File: src/rtl/calc_fmt_pkg.sv
// calc_fmt_pkg: state codes and ASCII constants shared by the result formatter.
//   ST_*    : formatter FSM state codes (IDLE, CONV, SIGN, DIGIT, CR, LF)
//   ASCII_* : bytes emitted toward the UART ('-', '0', CR, LF)
package calc_fmt_pkg;

  localparam int unsigned ST_W = 3;

  localparam logic [ST_W-1:0] ST_IDLE  = 3'd0;
  localparam logic [ST_W-1:0] ST_CONV  = 3'd1;
  localparam logic [ST_W-1:0] ST_SIGN  = 3'd2;
  localparam logic [ST_W-1:0] ST_DIGIT = 3'd3;
  localparam logic [ST_W-1:0] ST_CR    = 3'd4;
  localparam logic [ST_W-1:0] ST_LF    = 3'd5;

  localparam logic [7:0] ASCII_MINUS = 8'h2D;
  localparam logic [7:0] ASCII_ZERO  = 8'h30;
  localparam logic [7:0] ASCII_CR    = 8'h0D;
  localparam logic [7:0] ASCII_LF    = 8'h0A;

endpackage

File: src/rtl/bin2bcd.sv
// bin2bcd: iterative double-dabble converter, one bit per cycle.
//   clk, rst : clock and synchronous active-high reset
//   start    : load bin and begin a BIN_W-cycle conversion
//   bin      : unsigned binary input, sampled on start
//   done     : one-cycle pulse, bcd valid from this cycle until next start
//   bcd      : DIG_N packed BCD digits, digit 0 in bcd[3:0]
module bin2bcd #(
  parameter int unsigned BIN_W = 32,
  parameter int unsigned DIG_N = 10
) (
  input  logic               clk,
  input  logic               rst,
  input  logic               start,
  input  logic [BIN_W-1:0]   bin,
  output logic               done,
  output logic [DIG_N*4-1:0] bcd
);

  localparam int unsigned BCD_W = DIG_N * 4;
  localparam int unsigned CNT_W = $clog2(BIN_W);

  logic [BIN_W-1:0] sh;
  logic [CNT_W-1:0] cnt;
  logic             run;
  logic [BCD_W-1:0] adj_c;

  // Add 3 to every digit >= 5 before the shift so it carries correctly.
  always_comb begin
    adj_c = bcd;
    for (int i = 0; i < int'(DIG_N); i++) begin
      if (bcd[i*4 +: 4] >= 4'd5) adj_c[i*4 +: 4] = bcd[i*4 +: 4] + 4'd3;
    end
  end

  // Shift one binary bit into the BCD register per cycle.
  always_ff @(posedge clk) begin
    if (rst) begin
      sh   <= '0;
      bcd  <= '0;
      cnt  <= '0;
      run  <= 1'b0;
      done <= 1'b0;
    end else begin
      done <= 1'b0;
      if (start) begin
        sh  <= bin;
        bcd <= '0;
        cnt <= '0;
        run <= 1'b1;
      end else if (run) begin
        bcd <= {adj_c[BCD_W-2:0], sh[BIN_W-1]};
        sh  <= {sh[BIN_W-2:0], 1'b0};
        cnt <= cnt + CNT_W'(1);
        if (cnt == CNT_W'(BIN_W - 1)) begin
          run  <= 1'b0;
          done <= 1'b1;
        end
      end
    end
  end

endmodule

File: src/rtl/res_formatter.sv
// res_formatter: turns a signed ALU result into an ASCII decimal line for a UART.
//   clk, n_rst        : clock and synchronous active-high reset
//   alu_done/calc_res : result strobe and signed result
//   tx_data/tx_valid  : byte stream out, held until tx_ready accepts it
//   tx_ready          : UART accepts the presented byte this cycle
//   busy              : formatter is not idle
//   drop              : one-cycle pulse after a result arrived while busy
// Build option: define FMT_CRLF_EN to terminate lines with CR LF instead of LF.
module res_formatter
  import calc_fmt_pkg::*;
#(
  parameter int unsigned RES_W = 32,
  parameter int unsigned DIG_N = 10
) (
  input  logic             clk,
  input  logic             n_rst,
  input  logic             alu_done,
  input  logic [RES_W-1:0] calc_res,
  output logic [7:0]       tx_data,
  output logic             tx_valid,
  input  logic             tx_ready,
  output logic             busy,
  output logic             drop
);

  localparam int unsigned BCD_W = DIG_N * 4;
  localparam int unsigned IDX_W = $clog2(DIG_N);

  logic [ST_W-1:0]  state, state_nxt;
  logic             neg, neg_nxt;
  logic [IDX_W-1:0] idx, idx_nxt;
  logic [7:0]       data_nxt;
  logic             valid_nxt;
  logic             start_c;
  logic [RES_W-1:0] mag_c;
  logic             conv_done;
  logic [BCD_W-1:0] bcd;
  logic [IDX_W-1:0] msd_c;

  // Two's-complement negate; 0x80000000 maps to itself, which is correct unsigned.
  assign mag_c = calc_res[RES_W-1] ? -calc_res : calc_res;

  function automatic logic [7:0] dig_char(input logic [BCD_W-1:0] b,
                                          input logic [IDX_W-1:0] i);
    return ASCII_ZERO + 8'(4'(b >> {i, 2'b00}));
  endfunction

  // Index of the most significant non-zero digit; 0 for a zero result.
  always_comb begin
    msd_c = '0;
    for (int i = 0; i < int'(DIG_N); i++) begin
      if (bcd[i*4 +: 4] != 4'd0) msd_c = IDX_W'(i);
    end
  end

  bin2bcd #(
    .BIN_W (RES_W),
    .DIG_N (DIG_N)
  ) u_bin2bcd (
    .clk   (clk),
    .rst   (n_rst),
    .start (start_c),
    .bin   (mag_c),
    .done  (conv_done),
    .bcd   (bcd)
  );

  // Next state and next registered outputs; the next byte is prepared on each accept.
  always_comb begin
    state_nxt = state;
    neg_nxt   = neg;
    idx_nxt   = idx;
    valid_nxt = tx_valid;
    data_nxt  = tx_data;
    start_c   = 1'b0;
    case (state)
      ST_IDLE: begin
        valid_nxt = 1'b0;
        if (alu_done) begin
          start_c   = 1'b1;
          neg_nxt   = calc_res[RES_W-1];
          state_nxt = ST_CONV;
        end
      end
      ST_CONV: begin
        if (conv_done) begin
          idx_nxt   = msd_c;
          valid_nxt = 1'b1;
          if (neg) begin
            state_nxt = ST_SIGN;
            data_nxt  = ASCII_MINUS;
          end else begin
            state_nxt = ST_DIGIT;
            data_nxt  = dig_char(bcd, msd_c);
          end
        end
      end
      ST_SIGN: begin
        if (tx_ready) begin
          state_nxt = ST_DIGIT;
          data_nxt  = dig_char(bcd, idx);
        end
      end
      ST_DIGIT: begin
        if (tx_ready) begin
          if (idx == '0) begin
`ifdef FMT_CRLF_EN
            state_nxt = ST_CR;
            data_nxt  = ASCII_CR;
`else
            state_nxt = ST_LF;
            data_nxt  = ASCII_LF;
`endif
          end else begin
            idx_nxt  = idx - IDX_W'(1);
            data_nxt = dig_char(bcd, idx - IDX_W'(1));
          end
        end
      end
      ST_CR: begin
        if (tx_ready) begin
          state_nxt = ST_LF;
          data_nxt  = ASCII_LF;
        end
      end
      ST_LF: begin
        if (tx_ready) begin
          state_nxt = ST_IDLE;
          valid_nxt = 1'b0;
          data_nxt  = 8'h00;
        end
      end
      default: begin
        state_nxt = ST_IDLE;
        valid_nxt = 1'b0;
        data_nxt  = 8'h00;
      end
    endcase
  end

  // State and output registers.
  always_ff @(posedge clk) begin
    if (n_rst) begin
      state    <= ST_IDLE;
      neg      <= 1'b0;
      idx      <= '0;
      tx_valid <= 1'b0;
      tx_data  <= 8'h00;
      busy     <= 1'b0;
      drop     <= 1'b0;
    end else begin
      state    <= state_nxt;
      neg      <= neg_nxt;
      idx      <= idx_nxt;
      tx_valid <= valid_nxt;
      tx_data  <= data_nxt;
      busy     <= (state_nxt != ST_IDLE);
      drop     <= alu_done && (state != ST_IDLE);
    end
  end

endmodule

File: config.mk
export PLATFORM = sky130hd
export DESIGN_NAME = res_formatter
export DESIGN_NICKNAME = d
export VERILOG_FILES = /design/src/rtl/calc_fmt_pkg.sv /design/src/rtl/bin2bcd.sv /design/src/rtl/res_formatter.sv
export SDC_FILE = /design/constraint.sdc
export NUM_CORES = 1
export LEC_CHECK = 0
export CAP_MARGIN = 30
export CORE_ASPECT_RATIO = 1.5
export CORE_MARGIN = 10
export CORE_UTILIZATION = 40
export DETAILED_ROUTE_END_ITERATION = 10
export PLACE_DENSITY = 0.59
export SLEW_MARGIN = 20
export SYNTH_ARGS = -nofsm -noshare
export SYNTH_HDL_FRONTEND = slang
export SYNTH_SLANG_ARGS = --single-unit
export TNS_END_PERCENT = 5
File: constraint.sdc
create_clock -name clk -period 3 [get_ports clk]
set_input_delay 0.3 -clock clk [delete_from_list [all_inputs] [get_ports clk]]
set_output_delay 0.3 -clock clk [all_outputs]
set_load 0.005 [all_outputs]
==> results.ini <==
[clock_network]
post-cts-setup-buffer-count=0
cts_root_buf=clkbuf_16
cts_buffer_depth=2
cts_hold_buf=0
htreeDepth=3
cts_buffers=9
worstSkewPairLatency_ns=0.35
cts.sinks=96
cts_tree=yes
cts_resized=0
cts.clk_slew.worst_paths_ns=0.07

[logic_synthesis]
post_synth_instance_area_sq_um=6760
yosys_register_bits=96
synth_flop_cell=dfxtp_1
synth_edf_count=0
ys_seq_area_share_pct=28.4
yosys.cell_types.count=64
synth_top_area_cell=dfxtp_1
synth_area_leaders=dfxtp_1 28%, mux2i_1 9.0%, mux4_2 5.3%
synth_cells=819
ys_warn_count=0
yosysTopAreaCellShare_pct=28.4
synth_area_per_cell_sq_um=8.25
async_reset_ff_share_pct=0

[finish]
fillers=1712
multi_input_area_sq_um=4460
seq_area_sq_um=1930
nNetsFinal=920
final_area_sq_um=7870
drive_above_1_share_pct=11.4
diodes=0
final_cells=1073
areaGrowthSynthToFinish_pct=16.6

[hold_path]
min_path_cells=2
min_path_type=flop to flop

[timing]
tightestPinTransition_ns=0.878
fmax_mhz=366
fin_skew_ns=0.00702
hold_viol=0
drv_slew=0
maxSlewHeadroom_pct=41.3
setup-tns-final_ns=0
fin_crit_ns=2.73
setup_violations=0
grt_setup_unrepaired=false
setup_ws_ns=0.270
timing.final.crit_share_pct=91.0

[routing]
wl_per_cell_um=16.9
viasPerCell=5.67
firstDrtPassIters=5
drc=0
drt_iter0_drc=367
num_vias=6084
drt-total-wl_mm=18.1
ant_nets=0

[grt]
grt_usage_pct=15.6
grt_overflow_total=0
grt_max_degree=57
grt_pass1_wl_mm=29.4
grt_pass1_vias=6018
use_met2_pct=29.7
busiest_layer=met2
antenna_found_initial=0
use_met3_pct=1.81
grtUsageMet1_pct=16.4

[floorplanning]
ioPinCount=47
die_x_um=126
fp.dieH_um=179
core_sq_um=16700
dieArea_sq_um=22600
fp-row-count=58
initial_core_util_pct=40.5

[pwr]
internal_power_w=0.00218
power_density_nw_per_um2=377
p_clk_share_pct=41.7
switching_share_pct=26.6
vdd_drop_max_v=0.000210
p_comb_share_pct=12.4
power.switching_w=0.000791
p_leak_nw=2.73
power_frac_seq_pct=45.9

[flow_run]
cap_violations=0

[setup_path]
path_class=flop to flop
worstPathArrival_ns=3.00
required_ns=3.27
cp_max_fo=9
cp-end-kind=flop
crit_path_start_kind=flop
ff2ff_path_depth=8

[place]
hpwl_mm=13.5
placed_area_sq_um=7560
io_buffers=44
place_congestion=0.956
place_inst=1057
dpl_worst_slack_ns=0.0554

[status]
outcome=finished, final reports clean

[path summary, 6_finish.rpt]
kind                 to  slack [ns]              start
max          tx_data[1]        0.27  u_bin2bcd.bcd[16]
min          tx_data[5]        0.45         tx_data[5]
max reg2reg  tx_data[1]        0.27  u_bin2bcd.bcd[16]
min reg2reg  tx_data[5]        0.45         tx_data[5]
[kinds of logic after synthesis]
group | share of synthesized area [%]
flops | 28.4
compound gates | 21.1
mux | 14.9
other cells | 0.0555
xor+xnor | 6.87
simple gates | 18.2
fa+ha+maj | 4.82
buf+inv | 5.57
[registers in the layout, indices dropped and copies added (netlist names)]
register	flops
state	3
idx	4
busy	1
u_bin2bcd.done	1
neg	1
tx_valid	1
u_bin2bcd.bcd	40
u_bin2bcd.sh	32
tx_data	6
drop	1
u_bin2bcd.cnt	5
u_bin2bcd.run	1
[stage by stage]
stage | util (%) | power [W] | hold WS [ns]
final | 47.2 | 0.00297 | 0.454
after detailed placement | 45.3 | 0.00176 | 0.450
after global routing | 47.2 | 0.00308 | 0.491
after global placement | 45.3 | 0.00176 | 0.444
after CTS | 47.2 | 0.00300 | 0.460
after floorplan | - | 0.00163 | 0.436
[layer usage]
metal	up-vias	wire length, um	share of wire (%)
li1	3038	-	-
met1	2874	7350	41
met2	133	9540	53
met3	39	435	2.4
met4	0	756	4.2
met5	-	0	0
[synth_stat cells, drive strengths merged, types with 9 or more instances]
cell type   n
buf        17
clkbuf     46
nor3b      14
nand2      49
dfxtp      96
xnor2      29
nand2b     20
mux2i      61
a211oi     27
mux4       16
ha         26
nand3      15
o21ai      53
nor3       17
a21oi      59
nor2       86
inv        33
xor2       24
o22ai      12
or3         9
[power by group through the flow]
stage / Combinational (W) / Sequential, W / Clock, W
final: 0.000369 / 0.00136 / 0.00124
after global routing: 0.000409 / 0.00137 / 0.00130
after CTS: 0.000373 / 0.00136 / 0.00126
after detailed placement: 0.000370 / 0.00139 / 0
after global placement: 0.000370 / 0.00139 / 0
after floorplan: 0.000257 / 0.00137 / 0
[placed cells by master, fill, tap and decap left out, types with 4 or more instances in the layout]
master	Yosys	final
clkbuf_16	0	9
o211ai_1	8	8
and2_1	4	4
nor2_1	86	86
nor3_1	17	17
xor2_1	24	24
o21ai_0	52	52
clkdlybuf4s50_1	0	44
nand3_1	15	15
nor2b_1	6	6
mux4_2	16	16
buf_4	2	46
nor4_1	5	5
inv_1	33	33
nor3b_1	14	14
a211oi_1	27	27
o31a_1	4	4
ha_1	26	26
a21oi_1	59	59
xnor2_1	29	29
or2_2	4	4
o22ai_1	12	12
a311oi_1	7	7
mux2i_1	61	61
a31oi_1	6	6
nand2b_1	20	19
o31ai_1	7	7
or4_1	4	4
o21a_1	4	4
dfxtp_1	96	95
or3_1	9	9
nand2_1	49	49
o41ai_1	4	4
[area by class of cell]
type / count / area share, %
multi-input cells: 628 / 56.7
flip-flops and latches: 96 / 24.5
repair buffers: 90 / 9.98
well taps: 210 / 3.34
clock buffers: 10 / 3.04
inverters: 33 / 1.57
clock inverters: 6 / 0.938
[critical path, stage by stage, from the launching register on]
cell,delay (ns)
dfxtp_1,0.35
inv_1,0.14
ha_1,0.22
or3b_2,0.49
a211oi_1,0.31
o21a_1,0.47
mux2i_1,0.30
a22oi_1,0.12
a311oi_1,0.24
Power figures use the tool's default switching activity.
